**config.mk**
```make
export PLATFORM = sky130hd
export DESIGN_NAME = freq_meter
export DESIGN_NICKNAME = d
export VERILOG_FILES = /design/src/rtl/freq_meter_pkg.sv /design/src/rtl/sync_edge.sv /design/src/rtl/freq_meter.sv
export SDC_FILE = /design/constraint.sdc
export NUM_CORES = 1
export LEC_CHECK = 0
export ABC_AREA = 0
export ABC_CLOCK_PERIOD_IN_PS = 7500
export CAP_MARGIN = 20
export CELL_PAD_IN_SITES_DETAIL_PLACEMENT = 2
export CELL_PAD_IN_SITES_GLOBAL_PLACEMENT = 2
export CORE_ASPECT_RATIO = 0.6
export CORE_UTILIZATION = 30
export DETAILED_ROUTE_END_ITERATION = 8
export PLACE_DENSITY = 0.81
export SLEW_MARGIN = 10
export SYNTH_ARGS = -nofsm -noshare
export SYNTH_HDL_FRONTEND = slang
export SYNTH_SLANG_ARGS = --single-unit
```
**constraint.sdc**
```tcl
create_clock -name gclk -period 7.5 [get_ports gclk]
set_clock_uncertainty 0.15 [all_clocks]
set_input_delay 1.125 -clock gclk [delete_from_list [all_inputs] [get_ports gclk]]
set_output_delay 1.125 -clock gclk [all_outputs]
set_load 0.05 [all_outputs]
```
**src/rtl/freq_meter_pkg.sv**
```systemverilog
// rtl/freq_meter_pkg.sv - shared types and defaults for the frequency meter
//
// Purpose: FSM state encoding, default parameter values and a gate-counter
//          width helper shared by freq_meter and its testbench.
package freq_meter_pkg;

  localparam int DEF_CLK_HZ      = 50_000_000;
  localparam int DEF_GATE_CYCLES = 50_000_000;
  localparam int DEF_CNT_W       = 32;

  typedef enum logic [0:0] {
    ST_IDLE = 1'b0,
    ST_GATE = 1'b1
  } fm_state_e;

  // Bits needed to hold GATE_CYCLES-1 (the value loaded into the gate counter).
  function automatic int gate_w(input int cycles);
    return (cycles > 1) ? $clog2(cycles) : 1;
  endfunction

endpackage

```
**src/rtl/sync_edge.sv**
```systemverilog
// rtl/sync_edge.sv - two-flop synchronizer with rising-edge detect
//
// Purpose: brings an asynchronous level into the gclk domain and flags
//          each 0->1 transition for exactly one cycle.
// Ports:
//   gclk  in   clock, rising edge
//   rst   in   synchronous active-high reset, clears all flops
//   d     in   asynchronous input level
//   rise  out  high for one cycle per synchronized rising edge
module sync_edge (
  input  logic gclk,
  input  logic rst,
  input  logic d,
  output logic rise
);

  logic sync1;
  logic sync2;
  logic sync3;

  always_ff @(posedge gclk) begin
    if (rst) begin
      sync1 <= 1'b0;
      sync2 <= 1'b0;
      sync3 <= 1'b0;
    end else begin
      sync1 <= d;
      sync2 <= sync1;
      sync3 <= sync2;
    end
  end

  // sync1 may be metastable; only the settled stages feed the detector.
  assign rise = sync2 & ~sync3;

endmodule

```
**src/rtl/freq_meter.sv**
```systemverilog
// rtl/freq_meter.sv - gated rising-edge frequency counter
//
// Purpose: on start, opens a window of GATE_CYCLES gclk cycles, counts the
//          rising edges of sig_in seen inside it, then publishes the count
//          on freq with a one-cycle done pulse.
// Ports:
//   gclk    in   clock, rising edge
//   rst     in   synchronous active-high reset
//   sig_in  in   measured signal, asynchronous to gclk
//   start   in   one-cycle request to begin a measurement (ignored while busy)
//   busy    out  high while the gate window is open
//   done    out  one-cycle pulse in the cycle freq/ovf are updated
//   freq    out  edge count of the last completed window
//   ovf     out  edge counter saturated during the last window
// Build option: FREQ_METER_OVF_EN - saturate the edge counter and report ovf;
//               when undefined the counter wraps and ovf is tied low.
module freq_meter
  import freq_meter_pkg::*;
#(
  parameter int CLK_HZ      = DEF_CLK_HZ,
  parameter int GATE_CYCLES = CLK_HZ,
  parameter int CNT_W       = DEF_CNT_W
) (
  input  logic             gclk,
  input  logic             rst,
  input  logic             sig_in,
  input  logic             start,
  output logic             busy,
  output logic             done,
  output logic [CNT_W-1:0] freq,
  output logic             ovf
);

  localparam int            GW        = gate_w(GATE_CYCLES);
  localparam logic [GW-1:0] GATE_LOAD = GW'(GATE_CYCLES - 1);

  fm_state_e        state_q, state_d;
  logic [GW-1:0]    gate_q, gate_d;
  logic [CNT_W-1:0] edge_q, edge_d;
  logic [CNT_W-1:0] edge_inc;
  logic [CNT_W-1:0] freq_q, freq_d;
  logic             done_q, done_d;
  logic             rise;

`ifdef FREQ_METER_OVF_EN
  logic sat_q, sat_d, sat_inc;
  logic ovf_q, ovf_d;
`endif

  sync_edge u_sync_edge (
    .gclk (gclk),
    .rst  (rst),
    .d    (sig_in),
    .rise (rise)
  );

  // Edge counter value after this cycle's edge is accounted for.
  always_comb begin
`ifdef FREQ_METER_OVF_EN
    edge_inc = edge_q;
    sat_inc  = sat_q;
    if (rise) begin
      if (&edge_q) begin
        sat_inc = 1'b1;
      end else begin
        edge_inc = edge_q + CNT_W'(1);
      end
    end
`else
    edge_inc = edge_q + CNT_W'(rise);
`endif
  end

  always_comb begin
    state_d = state_q;
    gate_d  = gate_q;
    edge_d  = edge_q;
    freq_d  = freq_q;
    done_d  = 1'b0;
`ifdef FREQ_METER_OVF_EN
    sat_d   = sat_q;
    ovf_d   = ovf_q;
`endif
    case (state_q)
      ST_IDLE: begin
        if (start) begin
          state_d = ST_GATE;
          gate_d  = GATE_LOAD;
          edge_d  = '0;
`ifdef FREQ_METER_OVF_EN
          sat_d   = 1'b0;
`endif
        end
      end
      ST_GATE: begin
        edge_d = edge_inc;
        gate_d = gate_q - GW'(1);
`ifdef FREQ_METER_OVF_EN
        sat_d  = sat_inc;
`endif
        // Last window cycle: its own edge is included in the published count,
        // and the result becomes visible together with done next cycle.
        if (gate_q == '0) begin
          state_d = ST_IDLE;
          gate_d  = '0;
          freq_d  = edge_inc;
          done_d  = 1'b1;
`ifdef FREQ_METER_OVF_EN
          ovf_d   = sat_inc;
`endif
        end
      end
      default: state_d = ST_IDLE;
    endcase
  end

  always_ff @(posedge gclk) begin
    if (rst) begin
      state_q <= ST_IDLE;
      gate_q  <= '0;
      edge_q  <= '0;
      freq_q  <= '0;
      done_q  <= 1'b0;
`ifdef FREQ_METER_OVF_EN
      sat_q   <= 1'b0;
      ovf_q   <= 1'b0;
`endif
    end else begin
      state_q <= state_d;
      gate_q  <= gate_d;
      edge_q  <= edge_d;
      freq_q  <= freq_d;
      done_q  <= done_d;
`ifdef FREQ_METER_OVF_EN
      sat_q   <= sat_d;
      ovf_q   <= ovf_d;
`endif
    end
  end

  assign busy = (state_q == ST_GATE);
  assign done = done_q;
  assign freq = freq_q;
`ifdef FREQ_METER_OVF_EN
  assign ovf  = ovf_q;
`else
  assign ovf  = 1'b0;
`endif

endmodule

```
==> results.json <==
{
  "boundaryPins": 39,
  "core_um2": 15500,
  "crit_chain": "clkdlybuf4s50_1 > or2_2 > nor2_1 > o21ai_0 > o21ai_0",
  "fin_crit_ns": 3.50,
  "cpPeakStageDelay_ns": 0.77,
  "crit_top_cell": "o21ai_0",
  "tightest_slew_ns": 1.10,
  "cts.clk_slew.worst_paths_ns": 0.07,
  "cp-start-kind": "input port",
  "netlist.top_cell.by_area": "dfxtp_1",
  "synthCells": 566,
  "cts_buffers": 9,
  "fill_cells": 1718,
  "synth_area_leaders": "dfxtp_1, a211oi_2, nor2_1",
  "gr-usage-all-layers_pct": 18.8,
  "slew_viol_final": 0,
  "nets": 586,
  "required_ns": 7.61,
  "start_util_pct": 31.2,
  "placed_area_um2": 5310,
  "rrSetupSlack_ns": 4.24,
  "syn2layout_area_growth_pct": 16.0,
  "cts-root-buf": "clkbuf_16",
  "clockBufferDepth": 2,
  "synth_top_cell_area_share_pct": 39.2,
  "cp.buffers_inverters": 1,
  "drtIter0Drc": 239,
  "dp.cells": 771,
  "drive_above_1_share_pct": 11.3,
  "seq_area_frac_synth_pct": 39.2,
  "r2r-end": "freq[28]",
  "syn_nets": 573,
  "antenna_found_initial": 0,
  "cts_resized": 0,
  "grt_setup_unrepaired": "no",
  "cts_tree": "done",
  "place_congestion": 0.833,
  "diodes": 0,
  "cts_sinks": 95,
  "drv_cap": 0,
  "postCtsSetupRepairBufs": 0,
  "peakVddDrop_uv": 87.3,
  "relSlewSlack_pct": 26.3,
  "synth_seq_cells": 95,
  "fp.dieH_um": 100,
  "ys_types": 55,
  "fin_tns_setup_ns": 0,
  "drc_errors": 3,
  "core.rowCount": 35,
  "grt_pass1_vias": 4627,
  "drt-pass1-iter-count": 6,
  "cpMaxStageDelayCell": "clkdlybuf4s50_1",
  "htree_levels": 3,
  "yosysMostFrequentCell": "dfxtp_1",
  "clkLatencyLatePin_ns": 0.35,
  "min-delay-start": "u_sync_edge.sync1",
  "min_to": "u_sync_edge.sync2",
  "min_path_cells": 1,
  "synthArstFlopShare_pct": 0,
  "yosysWarnings": 0,
  "ff2ff_path_depth": 8,
  "wl_per_cell_um": 19.1,
  "instances_no_fill": 787,
  "routed_via_density": 5.54,
  "synth-main-ff-cell": "dfxtp_1",
  "syn_area_um2": 4850,
  "port_buffers": 37,
  "cp_max_fo": 15,
  "grt_first_pass_wirelength_mm": 24.9,
  "reg2reg_from": "u_sync_edge.sync2",
  "max_freq_mhz": 285,
  "critical_path_class": "in2reg",
  "hp-class": "reg2reg",
  "status": "finished with violations",
  "setup_violations": 0,
  "cp.arrival_ns": 3.61,
  "hold_violations": 0,
  "postSynthAreaPerCell_um2": 8.56,
  "grt_overflow": 0,
  "crit_family": "simple AND/OR/NAND/NOR gates",
  "end_kind": "register",
  "dr_total_vias": 4361,
  "period_share_pct": 46.7,
  "netlist_top_cells_count": "dfxtp_1, nor2_1, nand2_1",
  "cts_hold_buf": 0,
  "final_antenna_net_count": 0,
  "p_per_area_nw_per_um2": 211,
  "synth-edff-count": 0,
  "leakage_uw": 0.00174,
  "die_area_um2": 16700,
  "grt_start_max_net_pins": 77,
  "hpwl_mm": 10.2,
  "wirelength_mm": 15.0,
  "fin_util_pct": 36.2,
  "violations": "design-rule violations",
  "fin_area_um2": 5620,
  "die_w_um": 166
}
[layout make-up]
cell class,count,area (um2),share of cell area [%]
multi-input combinational,423,2730,48.5
sequential,95,1900,33.9
timing repair buffer,42,403,7.17
tap,203,254,4.52
clock buffer,10,229,4.07
clock inverter,6,76.3,1.36
inverter,8,30.0,0.534
[flip-flops by register name (all words and copies together) (netlist names)]
register and cells:
freq 32, u_sync_edge.sync2 1, busy 1, u_sync_edge.sync3 1, edge_q 32, done 1
gate_q 26, u_sync_edge.sync1 1
[worst max-delay path by stage]
| stage | from | to | slack, ns | cells past startpoint |
|---|---|---|---|---|
| final | start | edge_q[27] | 4.00 | 5 |
| after global routing | start | edge_q[27] | 3.89 | 5 |
| after CTS | start | edge_q[27] | 4.03 | 5 |
| after detailed placement | start | edge_q[27] | 3.69 | 5 |
| after global placement | start | edge_q[20] | 3.88 | 5 |
| after floorplan | u_sync_edge.sync2 | freq[30] | 5.05 | 8 |
[routing by layer]
layer  track usage, %  vias to the layer above  part of all wire (%)
met5                0                        -                     0
met4             4.46                        0                  0.93
met3             3.34                       13                   3.2
met2             33.1                       64                    47
met1             24.2                     2205                    48
li1                 -                     2079                     -
[placed cells by master, fill, tap and decap left out, types with 2 or more instances in the layout]
master | Yosys | routed
o211ai_1 | 2 | 2
and4_1 | 3 | 3
and3_1 | 8 | 7
dfxtp_1 | 95 | 94
nor4_1 | 14 | 14
a211oi_2 | 29 | 29
clkinv_4 | 0 | 2
xnor2_1 | 21 | 21
buf_4 | 4 | 5
nor2_1 | 64 | 64
a211oi_1 | 6 | 6
inv_1 | 8 | 8
a31oi_1 | 15 | 15
clkbuf_16 | 0 | 9
clkdlybuf4s50_1 | 0 | 36
mux2_2 | 2 | 2
nand3_1 | 25 | 25
a41oi_1 | 2 | 2
o21ai_0 | 27 | 27
nand4b_1 | 3 | 3
nor2b_1 | 12 | 11
mux2i_1 | 6 | 6
nand4_1 | 10 | 10
o31ai_1 | 6 | 6
xor2_1 | 15 | 15
a21oi_1 | 38 | 38
nor3_1 | 7 | 7
inv_6 | 0 | 2
and2_1 | 4 | 4
a311oi_1 | 4 | 4
nor3b_1 | 7 | 7
or4_1 | 5 | 5
nand3b_1 | 5 | 5
or2_2 | 4 | 4
ha_1 | 3 | 3
or3_1 | 8 | 8
nand2b_1 | 8 | 8
nand2_1 | 41 | 41
a21o_1 | 3 | 3
[stage by stage]
| stage | power [uW] | setup WS, ns | hold WS [ns] |
|---|---|---|---|
| 6_report | 1190 | 4.00 | 0.310 |
| 5_1_grt | 1240 | 3.89 | 0.332 |
| 4_1_cts | 1200 | 4.03 | 0.319 |
| 3_5_place_dp | 712 | 3.69 | 0.308 |
| 3_3_place_gp | 699 | 3.88 | 0.280 |
| 2_1_floorplan | 666 | 5.05 | 0.264 |
[power by group]
group / internal [uW] / switching (uW)
clock: 265 / 218
sequential: 523 / 21.9
combinational: 51.6 / 107
total: 839 / 347
[logic make-up after synthesis]
group | count (synthesis) | synth area share (%)
compound gates | 140 | 21.2
xor+xnor | 36 | 6.51
fa+ha+maj | 3 | 0.774
buf+inv | 48 | 4.72
flops | 95 | 39.2
mux | 8 | 1.70
other cells | 1 | 0.0774
simple gates | 235 | 25.8
Note: power is estimated with default switching activity, not from simulation.
